`src/rtl/psum_accumulator.sv`:
```
// psum_accumulator
//   Sits below the last PE of a systolic column. Sums iTiles consecutive signed
//   partial sums into one result (K-dimension tiling). It then requantizes each
//   result to 16 bits: a rounding right shift, an optional ReLU and saturation.
//   Results are queued in a show-ahead FIFO with a valid/ready output.
//
// Ports
//   iCLK, iRSTn     clock, synchronous active-low reset
//   iStart          start a job (honoured only when idle)
//   iTiles          partial sums per result (0 behaves as 1), latched on start
//   iNumOut         results in the job, latched on start
//   iShift          rounding right-shift amount, latched on start
//   iReluEn         clamp negative results to 0, latched on start
//   iPsumValid      partial sum present on iPsum
//   iPsum           signed partial sum
//   oPsumReady      partial sum is consumed this cycle when valid
//   oValid, oData   FIFO head (oData is 0 when the FIFO is empty)
//   iReady          downstream pops the FIFO head
//   oBusy           job in progress (not idle)
//   oDone           one-cycle pulse when the job has fully drained
//   oOverflow       sticky: some result saturated since the last start
module psum_accumulator #(
    parameter int unsigned IN_BW  = 35,
    parameter int unsigned ACC_BW = 43,
    parameter int unsigned DEPTH  = 4
) (
    input  logic             iCLK,
    input  logic             iRSTn,
    input  logic             iStart,
    input  logic [7:0]       iTiles,
    input  logic [15:0]      iNumOut,
    input  logic [4:0]       iShift,
    input  logic             iReluEn,
    input  logic             iPsumValid,
    input  logic [IN_BW-1:0] iPsum,
    output logic             oPsumReady,
    output logic             oValid,
    output logic [15:0]      oData,
    input  logic             iReady,
    output logic             oBusy,
    output logic             oDone,
    output logic             oOverflow
);

    localparam int unsigned PtrW = (DEPTH > 1) ? $clog2(DEPTH) : 1;
    localparam int unsigned CntW = PtrW + 1;
    // One extra bit so the rounding add cannot wrap.
    localparam int unsigned PpW  = ACC_BW + 1;

    typedef enum logic [1:0] {StIdle, StAcc, StDone} state_e;

    state_e            state_q;
    logic [7:0]        tiles_q;
    logic [7:0]        tile_cnt_q;
    logic [15:0]       num_out_q;
    logic [15:0]       out_cnt_q;
    logic [4:0]        shift_q;
    logic              relu_q;
    logic [ACC_BW-1:0] acc_q;
    logic              done_q;
    logic              ovf_q;

    logic [15:0]       mem_q [DEPTH];
    logic [PtrW-1:0]   wr_ptr_q;
    logic [PtrW-1:0]   rd_ptr_q;
    logic [CntW-1:0]   count_q;

    logic              fifo_empty;
    logic              fifo_full;
    logic              xfer;
    logic              last_tile;
    logic              push;
    logic              pop;
    logic [ACC_BW-1:0] psum_ext;

    logic signed [PpW-1:0] sum_w;
    logic signed [PpW-1:0] half_w;
    logic signed [PpW-1:0] round_w;
    logic signed [PpW-1:0] shift_w;
    logic signed [PpW-1:0] relu_w;
    logic [15:0]           res_w;
    logic                  sat_w;

    assign fifo_empty = (count_q == '0);
    assign fifo_full  = (count_q == CntW'(DEPTH));
    assign oPsumReady = (state_q == StAcc) && !fifo_full;
    assign xfer       = iPsumValid && oPsumReady;
    assign last_tile  = (tile_cnt_q == tiles_q - 8'd1);
    assign push       = xfer && last_tile;
    assign pop        = !fifo_empty && iReady;
    assign psum_ext   = {{(ACC_BW - IN_BW){iPsum[IN_BW-1]}}, iPsum};

    // Requantization of acc + the final partial sum.
    assign sum_w   = {acc_q[ACC_BW-1], acc_q} + {psum_ext[ACC_BW-1], psum_ext};
    assign half_w  = (shift_q != 5'd0) ? (PpW'(1) << (shift_q - 5'd1)) : '0;
    assign round_w = sum_w + half_w;
    assign shift_w = round_w >>> shift_q;
    assign relu_w  = (relu_q && shift_w[PpW-1]) ? '0 : shift_w;

    always_comb begin
        res_w = relu_w[15:0];
        sat_w = 1'b0;
        // Fits in 16 bits only if every bit above bit 15 equals the sign.
        if (!((relu_w[PpW-1:15] == '0) || (relu_w[PpW-1:15] == '1))) begin
            sat_w = 1'b1;
            res_w = relu_w[PpW-1] ? 16'h8000 : 16'h7fff;
        end
    end

    assign oValid    = !fifo_empty;
    assign oData     = fifo_empty ? 16'd0 : mem_q[rd_ptr_q];
    assign oBusy     = (state_q != StIdle);
    assign oDone     = done_q;
    assign oOverflow = ovf_q;

    always_ff @(posedge iCLK) begin
        if (!iRSTn) begin
            state_q    <= StIdle;
            tiles_q    <= 8'd0;
            tile_cnt_q <= 8'd0;
            num_out_q  <= 16'd0;
            out_cnt_q  <= 16'd0;
            shift_q    <= 5'd0;
            relu_q     <= 1'b0;
            acc_q      <= '0;
            done_q     <= 1'b0;
            ovf_q      <= 1'b0;
            wr_ptr_q   <= '0;
            rd_ptr_q   <= '0;
            count_q    <= '0;
        end else begin
            done_q <= 1'b0;
            unique case (state_q)
                StIdle: begin
                    if (iStart) begin
                        tiles_q    <= (iTiles == 8'd0) ? 8'd1 : iTiles;
                        num_out_q  <= iNumOut;
                        shift_q    <= iShift;
                        relu_q     <= iReluEn;
                        acc_q      <= '0;
                        tile_cnt_q <= 8'd0;
                        out_cnt_q  <= 16'd0;
                        ovf_q      <= 1'b0;
                        state_q    <= (iNumOut == 16'd0) ? StDone : StAcc;
                    end
                end
                StAcc: begin
                    if (xfer) begin
                        if (last_tile) begin
                            acc_q      <= '0;
                            tile_cnt_q <= 8'd0;
                            out_cnt_q  <= out_cnt_q + 16'd1;
                            if (sat_w) begin
                                ovf_q <= 1'b1;
                            end
                            if (out_cnt_q == num_out_q - 16'd1) begin
                                state_q <= StDone;
                            end
                        end else begin
                            acc_q      <= acc_q + psum_ext;
                            tile_cnt_q <= tile_cnt_q + 8'd1;
                        end
                    end
                end
                StDone: begin
                    // Done only once every queued result has been taken.
                    if (fifo_empty) begin
                        done_q  <= 1'b1;
                        state_q <= StIdle;
                    end
                end
                default: state_q <= StIdle;
            endcase

            if (push) begin
                wr_ptr_q <= wr_ptr_q + PtrW'(1);
            end
            if (pop) begin
                rd_ptr_q <= rd_ptr_q + PtrW'(1);
            end
            if (push && !pop) begin
                count_q <= count_q + CntW'(1);
            end else if (pop && !push) begin
                count_q <= count_q - CntW'(1);
            end
        end
    end

    // Storage needs no reset: oData is masked while the FIFO is empty.
    always_ff @(posedge iCLK) begin
        if (iRSTn && push) begin
            mem_q[wr_ptr_q] <= res_w;
        end
    end

endmodule
```
`config.mk`:
```
export PLATFORM = sky130hd
export DESIGN_NAME = psum_accumulator
export DESIGN_NICKNAME = d
export VERILOG_FILES = /design/src/rtl/psum_accumulator.sv
export SDC_FILE = /design/constraint.sdc
export NUM_CORES = 1
export LEC_CHECK = 0
export ABC_AREA = 1
export CELL_PAD_IN_SITES_DETAIL_PLACEMENT = 0
export CELL_PAD_IN_SITES_GLOBAL_PLACEMENT = 1
export CORE_UTILIZATION = 30
export CTS_CLUSTER_DIAMETER = 40
export DETAILED_ROUTE_END_ITERATION = 8
export GPL_TIMING_DRIVEN = 0
export PLACE_DENSITY = 0.6
export SLEW_MARGIN = 5
export SYNTH_ARGS = -nofsm -noshare
export SYNTH_HDL_FRONTEND = slang
export SYNTH_SLANG_ARGS = --single-unit
```
`constraint.sdc`:
```
create_clock -name iCLK -period 9.6 [get_ports iCLK]
set_clock_uncertainty 0.1 [all_clocks]
set_input_delay 1.92 -clock iCLK [delete_from_list [all_inputs] [get_ports iCLK]]
set_output_delay 1.92 -clock iCLK [all_outputs]
set_load 0.02 [all_outputs]
```
==> flow_summary.json <==
{
  "status": "finished, final reports clean",
  "total_power_w": 0.00416,
  "synth.distinct_cells": 55,
  "timing.max_cap.violations": 0,
  "antenna_found_initial": 0,
  "p_comb_share_pct": 60.4,
  "drt-pass1-iter-count": 6,
  "die_h_um": 241,
  "p_seq_share_pct": 22.1,
  "clock_path_buffers": 2,
  "cp-start-kind": "register",
  "wl_met2_um": 29000,
  "clk_latency_ps": 510,
  "crit_required_ps": 9820,
  "slew_headroom_pct": 28.7,
  "fillers": 6408,
  "grt_pass1_wl_um": 101000,
  "fin_crit_ps": 7660,
  "swShare_pct": 52.1,
  "grt_pass1_vias": 17410,
  "rsz0062_at_grt": "no",
  "slew_violations": 0,
  "ant_nets": 0,
  "async_reset_ff_share_pct": 0,
  "drt_wl_total_um": 65500,
  "grt_max_degree": 21,
  "critPathKind": "register to register",
  "post_drt_wl_per_cell_um": 18.2,
  "fin_area_um2": 19700,
  "powerDensity_nw_per_um2": 212,
  "grt_overflow_total": 0,
  "clk_pin_slew_ps": 90,
  "insertedDiodeCount": 0,
  "wirelength_met1_um": 32500,
  "synth.yosys.seq_area_share_pct": 24.1,
  "fmax_mhz": 131,
  "globalplace.congestion": 0.911,
  "core-area_um2": 56400,
  "nets": 3032,
  "post-cts-setup-buffers": 0,
  "critPathSlowestCell": "nor4_1",
  "cts_resized": 0,
  "row_count": 87,
  "tritoncts": "built",
  "postCtsHoldBufs": 0,
  "p_leak_nw": 9.08,
  "hold_class": "register to register",
  "ir_worst_vdd_v": 0.000112,
  "finalSetupTns_ps": 0,
  "highest-signal-layer": "met4",
  "drive_above_1_share_pct": 4.44,
  "io_buffers": 90,
  "tightest_slew_ps": 1060,
  "drc_errors": 0,
  "p_switching_w": 0.00217,
  "path_common_cell": "nor2_1",
  "finalSetupViolCount": 0,
  "io_pins": 91,
  "synth_edf_count": 64,
  "post_dp_cell_area_um2": 19100,
  "cts-buffers-inserted": 17,
  "cts_sinks": 174,
  "vias": 18090,
  "syn_to_final_growth_pct": 14.7,
  "cts-root-buf": "clkbuf_16",
  "ys_ff_latch": 174,
  "drt_iter0_drc": 1141,
  "htreeDepth": 4,
  "dieArea_um2": 58100,
  "yosysWarnings": 0,
  "layout_common_cells": "nand2_1, nor2_1, nand3_1, inv_1, a21oi_1",
  "grt_usage_pct": 23.0,
  "hold_viol": 0,
  "die_x_um": 241,
  "max_stage_delay_ps": 660,
  "final_core_util_pct": 34.9,
  "period_share_pct": 79.8,
  "netlist_area_um2": 17100,
  "clkPwrFrac_pct": 17.6,
  "cp-end-kind": "register",
  "dp_hpwl_um": 54900,
  "arrival_ps": 7880,
  "routed_via_density": 5.03,
  "ys.flop_type": "dfxtp_1",
  "syn_area_per_cell_um2": 6.32,
  "synth_fp_nets": 2919,
  "met3_length_um": 2230,
  "final_common_cell": "nand2_1",
  "synthCells": 2711,
  "intPower_w": 0.00199,
  "cp_max_fo": 10,
  "initial_utilization_pct": 30.4
}
[per-stage QoR]
step / std cells / hold WS [ps] / setup slack [ps]
3_3_place_gp: 3557 / 339 / 2000
3_5_place_dp: 3561 / 342 / 1910
2_1_floorplan: 2711 / 336 / 4080
6_report: 3593 / 353 / 1940
5_1_grt: 3593 / 376 / 1440
4_1_cts: 3593 / 356 / 1960
[sequential cells by signal, indices dropped and copies added, names as in the netlist, 2 cells and up, named ones only]
| register | flops |
|---|---|
| wr_ptr_q | 2 |
| num_out_q | 16 |
| tiles_q | 8 |
| acc_q | 43 |
| mem_q | 64 |
| shift_q | 5 |
| count_q | 3 |
| out_cnt_q | 16 |
| state_q | 2 |
| rd_ptr_q | 2 |
| tile_cnt_q | 8 |
[worst paths after layout]
| check | end | slack, ps | cells past startpoint | startpoint |
|---|---|---|---|---|
| hold reg to reg | oOverflow$_SDFFE_PN0P_ | 350 | 2 | oOverflow$_SDFFE_PN0P_ |
| setup reg to reg | mem_q[2][0]$_DFFE_PP_ | 1940 | 30 | shift_q[0]$_SDFFE_PN0P_ |
| setup / recovery | mem_q[2][0]$_DFFE_PP_ | 1940 | 30 | shift_q[0]$_SDFFE_PN0P_ |
| hold / removal | oOverflow$_SDFFE_PN0P_ | 350 | 2 | oOverflow$_SDFFE_PN0P_ |
[final cells by class]
| type | instances | area [um^2] | area share, % |
|---|---|---|---|
| Timing Repair Buffer | 94 | 953 | 4.85 |
| Buffer | 92 | 389 | 1.98 |
| Multi-Input combinational cell | 2141 | 11500 | 58.5 |
| Tap cell | 756 | 946 | 4.81 |
| Inverter | 304 | 1140 | 5.80 |
| Clock buffer | 17 | 425 | 2.16 |
| Sequential cell | 174 | 4120 | 21.0 |
| Clock inverter | 15 | 178 | 0.904 |
[cells in the mapped netlist (3+ instances only)]
cell type	number	area, um^2
nand2_2	12	75.1
inv_1	297	1110
ha_1	94	1180
buf_6	3	33.8
a21o_1	21	158
or2_2	9	56.3
nor2_2	14	87.6
nand2_1	661	2480
nor4_1	10	62.6
a311oi_1	4	35.0
dfxtp_1	110	2200
o211ai_1	6	45.0
a31oi_1	17	106
nand3_1	327	1640
inv_2	3	11.3
nand3_2	20	200
edfxtp_1	64	1920
o21ai_0	182	911
nand4_1	18	113
clkbuf_1	63	236
a21oi_1	211	1060
o21bai_1	5	37.5
nor2_1	351	1320
xor2_1	44	385
clkinv_1	4	15.0
a21boi_0	3	22.5
nor3_1	25	125
o21a_1	6	45.0
buf_1	9	33.8
mux2i_1	4	40.0
a211oi_1	3	22.5
fa_1	44	881
buf_2	17	85.1
xnor2_1	20	175
[metal layers]
metal / track usage [%] / vias up
met4: 7.54 / 0
met1: 32.2 / 8469
met5: 0 / -
met3: 2.85 / 79
li1: - / 9175
met2: 36.5 / 367
[logic make-up after synthesis]
logic type               count (synthesis)  share of synthesized area, %
AND/OR/NAND/NOR                       1460                          36.5
AO/OA/AOI/OAI                          474                          15.0
buffers and inverters                  396                          8.93
flip-flops                             174                          24.1
adder cells (fa/ha/maj)                138                          12.0
XOR/XNOR                                64                          3.27
multiplexers                             4                         0.234
other                                    1                        0.0219
[power by group through the flow]
| stage | Sequential [W] | Combinational (W) | Clock [W] |
|---|---|---|---|
| finish | 0.000920 | 0.00251 | 0.000731 |
| CTS | 0.000921 | 0.00250 | 0.000762 |
| detailed placement | 0.000938 | 0.00249 | 0 |
| global route | 0.000931 | 0.00281 | 0.000777 |
| global placement | 0.000937 | 0.00249 | 0 |
| floorplan | 0.000917 | 0.00166 | 0 |
[critical path: cells and delay by family, from the launching register on]
kind	cells	cell delay, ps
AND/OR/NAND/NOR	20	3870
buffers and inverters	6	1780
flip-flops	1	350
adder cells (fa/ha/maj)	2	950
AO/OA/AOI/OAI	2	400
Power figures use the tool's default switching activity.
